### config.mk
export PLATFORM = sky130hd
export DESIGN_NAME = axi_ar_decoder
export DESIGN_NICKNAME = d
export VERILOG_FILES = /design/src/rtl/axi_ar_decoder.sv
export SDC_FILE = /design/constraint.sdc
export NUM_CORES = 2
export LEC_CHECK = 0
export ABC_AREA = 1
export CAP_MARGIN = 20
export CELL_PAD_IN_SITES_DETAIL_PLACEMENT = 1
export CELL_PAD_IN_SITES_GLOBAL_PLACEMENT = 1
export CORE_AREA = 10 10 452 454
export DETAILED_ROUTE_END_ITERATION = 16
export DIE_AREA = 0 0 462 464
export GPL_TIMING_DRIVEN = 0
export PLACE_DENSITY_LB_ADDON = 0.1
export SYNTH_ARGS = -nofsm -noshare
export SYNTH_HDL_FRONTEND = slang
export SYNTH_SLANG_ARGS = --single-unit
### constraint.sdc
create_clock -name clk -period 3.1 [get_ports clk]
set_clock_uncertainty 0.05 [all_clocks]
set_input_delay 0.62 -clock clk [delete_from_list [all_inputs] [get_ports clk]]
set_output_delay 0.62 -clock clk [all_outputs]
set_load 0.005 [all_outputs]
### src/rtl/axi_ar_decoder.sv
// Per-master AR decoder: matches a latched read address against the region rules and either
// forwards it with a one-hot destination or answers locally with a DECERR read burst.
module axi_ar_decoder #(
  parameter int unsigned ADDR_WIDTH  = 32,
  parameter int unsigned ID_WIDTH    = 4,
  parameter int unsigned N_REGION    = 4,
  parameter int unsigned N_INIT_PORT = 4
) (
  input  logic                                                  clk,
  input  logic                                                  rst,
  input  logic                                                  ar_valid_i,
  output logic                                                  ar_ready_o,
  input  logic [ADDR_WIDTH-1:0]                                 ar_addr_i,
  input  logic [ID_WIDTH-1:0]                                   ar_id_i,
  input  logic [7:0]                                            ar_len_i,
  input  logic [N_REGION-1:0][N_INIT_PORT-1:0][ADDR_WIDTH-1:0] START_ADDR_i,
  input  logic [N_REGION-1:0][N_INIT_PORT-1:0][ADDR_WIDTH-1:0] END_ADDR_i,
  input  logic [N_REGION-1:0][N_INIT_PORT-1:0]                  valid_rule_i,
  input  logic [N_INIT_PORT-1:0]                                connectivity_i,
  output logic                                                  req_valid_o,
  input  logic                                                  req_ready_i,
  output logic [N_INIT_PORT-1:0]                                req_dest_o,
  output logic [ADDR_WIDTH-1:0]                                 req_addr_o,
  output logic [ID_WIDTH-1:0]                                   req_id_o,
  output logic [7:0]                                            req_len_o,
  output logic                                                  err_rvalid_o,
  input  logic                                                  err_rready_i,
  output logic [ID_WIDTH-1:0]                                   err_rid_o,
  output logic [1:0]                                            err_rresp_o,
  output logic                                                  err_rlast_o,
  output logic [ADDR_WIDTH-1:0]                                 err_rdata_o
);

  typedef enum logic [1:0] {StIdle, StDecode, StFwd, StErr} state_e;

  state_e                  state_q, state_d;
  logic [ADDR_WIDTH-1:0]   addr_q, addr_d;
  logic [ID_WIDTH-1:0]     id_q, id_d;
  logic [7:0]              len_q, len_d;
  logic [7:0]              cnt_q, cnt_d;
  logic [N_INIT_PORT-1:0]  dest_q, dest_d;
  logic [N_INIT_PORT-1:0]  hit;
  logic [N_INIT_PORT-1:0]  winner;
  logic                    fwd_ok;

  // A rule with START > END can never satisfy both bounds, so it needs no special case.
  always_comb begin
    hit = '0;
    for (int i = 0; i < int'(N_INIT_PORT); i++) begin
      for (int r = 0; r < int'(N_REGION); r++) begin
        if (valid_rule_i[r][i] && (addr_q >= START_ADDR_i[r][i]) &&
            (addr_q <= END_ADDR_i[r][i])) begin
          hit[i] = 1'b1;
        end
      end
    end
  end

  // Walk downwards so the lowest hitting index is written last and wins.
  always_comb begin
    winner = '0;
    for (int i = int'(N_INIT_PORT) - 1; i >= 0; i--) begin
      if (hit[i]) begin
        winner    = '0;
        winner[i] = 1'b1;
      end
    end
  end

  assign fwd_ok = |(winner & connectivity_i);

  always_comb begin
    state_d = state_q;
    addr_d  = addr_q;
    id_d    = id_q;
    len_d   = len_q;
    cnt_d   = cnt_q;
    dest_d  = dest_q;
    unique case (state_q)
      StIdle: begin
        if (ar_valid_i && ar_ready_o) begin
          addr_d  = ar_addr_i;
          id_d    = ar_id_i;
          len_d   = ar_len_i;
          state_d = StDecode;
        end
      end
      StDecode: begin
        dest_d  = winner;
        cnt_d   = len_q;
        state_d = fwd_ok ? StFwd : StErr;
      end
      StFwd: begin
        if (req_ready_i) state_d = StIdle;
      end
      StErr: begin
        if (err_rready_i) begin
          if (cnt_q == 8'd0) state_d = StIdle;
          else               cnt_d   = cnt_q - 8'd1;
        end
      end
      default: state_d = StIdle;
    endcase
  end

  always_ff @(posedge clk) begin
    if (rst) begin
      state_q <= StIdle;
      addr_q  <= '0;
      id_q    <= '0;
      len_q   <= '0;
      cnt_q   <= '0;
      dest_q  <= '0;
    end else begin
      state_q <= state_d;
      addr_q  <= addr_d;
      id_q    <= id_d;
      len_q   <= len_d;
      cnt_q   <= cnt_d;
      dest_q  <= dest_d;
    end
  end

  assign ar_ready_o   = (state_q == StIdle) && !rst;
  assign req_valid_o  = (state_q == StFwd);
  assign req_dest_o   = dest_q;
  assign req_addr_o   = addr_q;
  assign req_id_o     = id_q;
  assign req_len_o    = len_q;
  assign err_rvalid_o = (state_q == StErr);
  assign err_rlast_o  = (state_q == StErr) && (cnt_q == 8'd0);
  assign err_rid_o    = id_q;
  assign err_rresp_o  = 2'b11;
  assign err_rdata_o  = '0;

endmodule

==> metrics.md <==
| Metric | Value |
|---|---|
| Outcome | completed |
| HPWL Detailed | about 200000 um |
| Synth Register Bits | 58 |
| First-pass GRT wire length | between 300000 and 400000 um |
| Period utilization | a little over nine tenths |
| DP Worst Slack | -1.53 ns |
| Worst slew margin | roughly three fifths |
| Worst hold path type | flip-flop to flip-flop |
| Area growth, synth to finish | 59.9% |
| Asr flop ratio synth | 0% |
| Slowest stage delay, CP | between 0.6 and 0.7 ns |
| Leak Pwr | around 27 nW |
| Setup TNS | 0 ns |
| Largest net degree at the start of global routing | 26 |
| CP Capture Type | output pin |
| Global placer's final weighted congestion | 0.825 |
| Register area share after synthesis | 3.93% |
| Peak fanout along the critical path | 5 |
| CTS tree | done |
| Clock tree sinks | 58 |
| Die Y | ~460 um |
| Worst EP arrival | 2.31 ns |
| P_int | 7.60 mW |
| Top_reg_cell synth | dfxtp_1 |
| H-tree lvl count | 3 |
| DR WL/cell | around 26 um |
| Max Buffers Root-to-Sink | 2 |
| CTS clock-pin slew for the worst setup and hold paths | around 0.07 ns |
| I/O pin cnt | 1183 |
| Root buf cell | clkbuf_16 |
| Post-CTS Hold Buffers | 0 |
| Starting density of the core | around 15% |
| Drt pass-1 iters | 5 |
| Post-DRT Antenna Nets | 0 |
| Slew @ Worst Pin | around 0.61 ns |
| Die Wd | approximately 460 um |
| Met3 wire length | 15800 um |
| Syn Area/Cell | roughly 6.3 um2 |
| Highest clock rate | roughly 340 MHz |
| Worst Setup Start Kind | input pin |
| I/O Buffers | approximately 1.1k |
| Slew Viols, Final | 0 |
| Net Sw Power | about 9 mW |
| Mapped Area | about 30000 um2 |
| Top sig layer | met5 |
| Post-synthesis cell type count | 45 |
| Number of flops mapped to enable cells by yosys | 0 |
| CP Class | input pin to output pin |
| 1st-iter DRT viols | roughly 1k |
| Final WL | 227000 um |
| Pwr/cell area | between 300 and 400 nW/um2 |
| Via count | approximately 35k |
| Total core area | between 150000 and 200000 um2 |
| GR Util All Layers | 20.2% |
| DRT met1 WL | between 90000 and 100000 um |
| CP Buf/Inv Count | 2 |
| Number of global-route vias before repair | around 37k |
| Worst-path cell chain | clkdlybuf4s50_1 -> nor3_1 -> clkdlybuf4s50_1 |
| Most Frequent Cell on Critical Path | clkdlybuf4s50_1 |
| Via/cell ratio | approximately 4 |
| Sw frac | between 50% and 60% |
| Register share of total power | 7.6% |
| Row count | 162 |
| Post-Syn Instances | between 4k and 5k |
| Met2 WL | approximately 110000 um |
| Yosys warnings | 0 |
| Slowest-stage cell, CP | clkdlybuf4s50_1 |
| Max cap viols | 0 |
| CTS Buf Count | 9 |
| Final Hold Vio Count | 0 |
| Clock Latency Late Sink | between 0.3 and 0.4 ns |
| CP Data Required Time | between 2 and 2.5 ns |
| Worst setup margin | between 0.1 and 0.15 ns |
| CP delay by family, top | buffers and inverters |
| Final nets | about 8.1k |
| Peak supply drop | about 0.34 mV |
| Die area | between 200000 and 250000 um2 |
| Clock power frac | around 6.8% |
| Grt ovf | 0 |
| Min cycle time layout | between 2 and 3 ns |
| Share of layout cells above drive strength 1 | 5.98% |
| DR DRC count | 0 |
| Logic pwr share | between 80% and 90% |
| Setup-failing EPs final | 0 |
| Reg-to-reg slack, setup | about 0.23 ns |
| Initial antenna violation count | approximately 200 |
==> power by group through the flow <==
stage / clock network [mW] / logic, mW / registers (mW)
after floorplan: 0 / 6.24 / 1.74
after global placement: 0 / 10.2 / 4.04
after detailed placement: 0 / 12.6 / 2.46
after CTS: 1.15 / 14.6 / 1.28
after global routing: 1.18 / 16.3 / 1.31
final: 1.13 / 14.4 / 1.28
==> per-layer routing <==
layer	vias up	GRT usage, %
met3	392	5.85
met1	16100	23.0
li1	17700	-
met4	164	2.29
met2	1038	38.0
met5	-	0
==> cell usage after synthesis (3+ instances only) <==
cell type	count	area, um2
o21a_1	52	390
inv_1	1196	4490
o21ai_0	109	546
nor4_1	4	25.0
ha_1	1026	12800
a21oi_1	462	2310
nor3_2	4	40.0
nand2_2	4	25.0
a21o_1	19	143
o21ai_1	13	65.1
clkbuf_1	7	26.3
nand4_1	79	494
nand3_2	6	60.1
a31oi_1	6	37.5
o21bai_1	20	150
dfxtp_1	58	1160
nor3_1	30	150
a21boi_1	3	22.5
inv_2	7	26.3
buf_4	38	285
clkinv_1	7	26.3
nor4_2	6	75.1
nand3_1	108	541
nand2_1	1067	4010
o211ai_1	11	82.6
nor2_1	327	1230
buf_1	7	26.3
nor4_4	4	85.1
nor2_2	9	56.3
==> worst reg2reg max path, stage by stage, from the launching register on <==
cell and delay [ns]:
dfxtp_4 0.37, buf_4 0.36, buf_4 0.26, ha_1 0.24, nand2_1 0.08, inv_1 0.04
nand2_1 0.06, nand2_1 0.05, nand2_1 0.06, nand2_1 0.04, nand2_1 0.05, nand2_1 0.05
nand2_1 0.06, nand2_1 0.04, nand2_1 0.20, nand3_2 0.16, nand3_1 0.14, nor2_2 0.05
nand2_2 0.09, nor2_2 0.04, nor2_1 0.12, nand3_2 0.10, a21oi_2 0.12
==> registers in the layout (all words and copies together) (netlist names) <==
signal / cells
req_dest_o: 4
cnt_q: 8
state_q: 2
req_addr_o: 32
req_len_o: 8
err_rid_o: 4
==> cell families (layout without fill, tap and decap cells) <==
kind of cell | Yosys count | count (layout) | synth area share (%)
compound gates | 702 | 702 | 12.9
xor+xnor | 1 | 1 | 0.0296
buf+inv | 1263 | 2543 | 16.5
other cells | 2 | 76 | 0.0254
simple gates | 1658 | 1658 | 23.2
fa+ha+maj | 1026 | 1026 | 43.4
flops | 58 | 58 | 3.93
==> layout by cell type (no fill, tap or decap), types with 6 or more instances in the layout <==
| cell type | synthesis | final |
|---|---|---|
| clkinv_1 | 7 | 7 |
| dlymetal6s2s_1 | 0 | 9 |
| o211ai_1 | 11 | 11 |
| clkbuf_1 | 7 | 7 |
| dfxtp_4 | 0 | 31 |
| dlygate4sd2_1 | 0 | 6 |
| nand3_1 | 108 | 97 |
| nand2_2 | 4 | 33 |
| ha_1 | 1026 | 1013 |
| nand2_1 | 1067 | 1034 |
| o21a_1 | 52 | 52 |
| o21ai_1 | 13 | 16 |
| clkbuf_16 | 0 | 9 |
| nor2_4 | 0 | 11 |
| ha_4 | 0 | 13 |
| a21oi_1 | 462 | 454 |
| nor3_1 | 30 | 27 |
| o21bai_1 | 20 | 20 |
| nand3_4 | 0 | 8 |
| inv_2 | 7 | 11 |
| clkdlybuf4s50_1 | 0 | 1132 |
| buf_4 | 38 | 103 |
| buf_6 | 0 | 6 |
| dfxtp_1 | 58 | 27 |
| buf_12 | 0 | 18 |
| nand4_1 | 79 | 79 |
| nor2_1 | 327 | 292 |
| a31oi_1 | 6 | 6 |
| a21oi_2 | 1 | 9 |
| a21o_1 | 19 | 19 |
| nand3_2 | 6 | 9 |
| inv_1 | 1196 | 1190 |
| buf_16 | 0 | 27 |
| nor4_4 | 4 | 9 |
| diode_2 | 0 | 42 |
| o21ai_0 | 109 | 106 |
| nor2_2 | 9 | 33 |
| buf_1 | 7 | 7 |
| conb_1 | 2 | 34 |
==> worst paths after layout <==
path / startpoint / to / cells past startpoint
max: rst / ar_ready_o / 3
min reg2reg: err_rid_o[0]$_SDFFE_PP0P_ / err_rid_o[0]$_SDFFE_PP0P_ / 2
max reg2reg: req_addr_o[2]$_SDFFE_PP0P_ / state_q[0]$_SDFFE_PP0P_ / 22
min: err_rid_o[0]$_SDFFE_PP0P_ / err_rid_o[0]$_SDFFE_PP0P_ / 2
==> cell type report <==
type | count | area, um2
Tap cell | 2542 | 3180
Buffer | 53 | 343
Timing Repair Buffer | 1264 | 13200
Clock inverter | 7 | 103
Clock buffer | 9 | 225
Sequential cell | 58 | 1280
Multi-Input combinational cell | 3421 | 24300
Fill cell | 23900 | 147000
Antenna cell | 42 | 105
Inverter | 1210 | 4570
==> per-stage QoR <==
| step | utilization [%] | power, mW | hold slack [ns] | cells | instance area [um2] |
|---|---|---|---|---|---|
| floorplan | - | 7.97 | 0.411 | 4742 | 29700 |
| global placement | 22.8 | 14.2 | 0.431 | 8432 | 44400 |
| detailed placement | 23.3 | 15.0 | 0.435 | 8464 | 45300 |
| CTS | 24.0 | 17.0 | 0.447 | 8563 | 46700 |
| global route | 24.3 | 18.8 | 0.475 | 8576 | 47200 |
| finish | 24.3 | 16.8 | 0.439 | 8606 | 47300 |
==> timing repair <==
| action | CTS | global route |
|---|---|---|
| resized for setup | 73 | 103 |
| endpoints found under the hold margin | 0 | 0 |
| buffers inserted | 83 | 1 |
| pin swaps | 18 | 60 |
| endpoints found under the setup margin | 5 | 3 |
(Power assumes the default switching activity.)
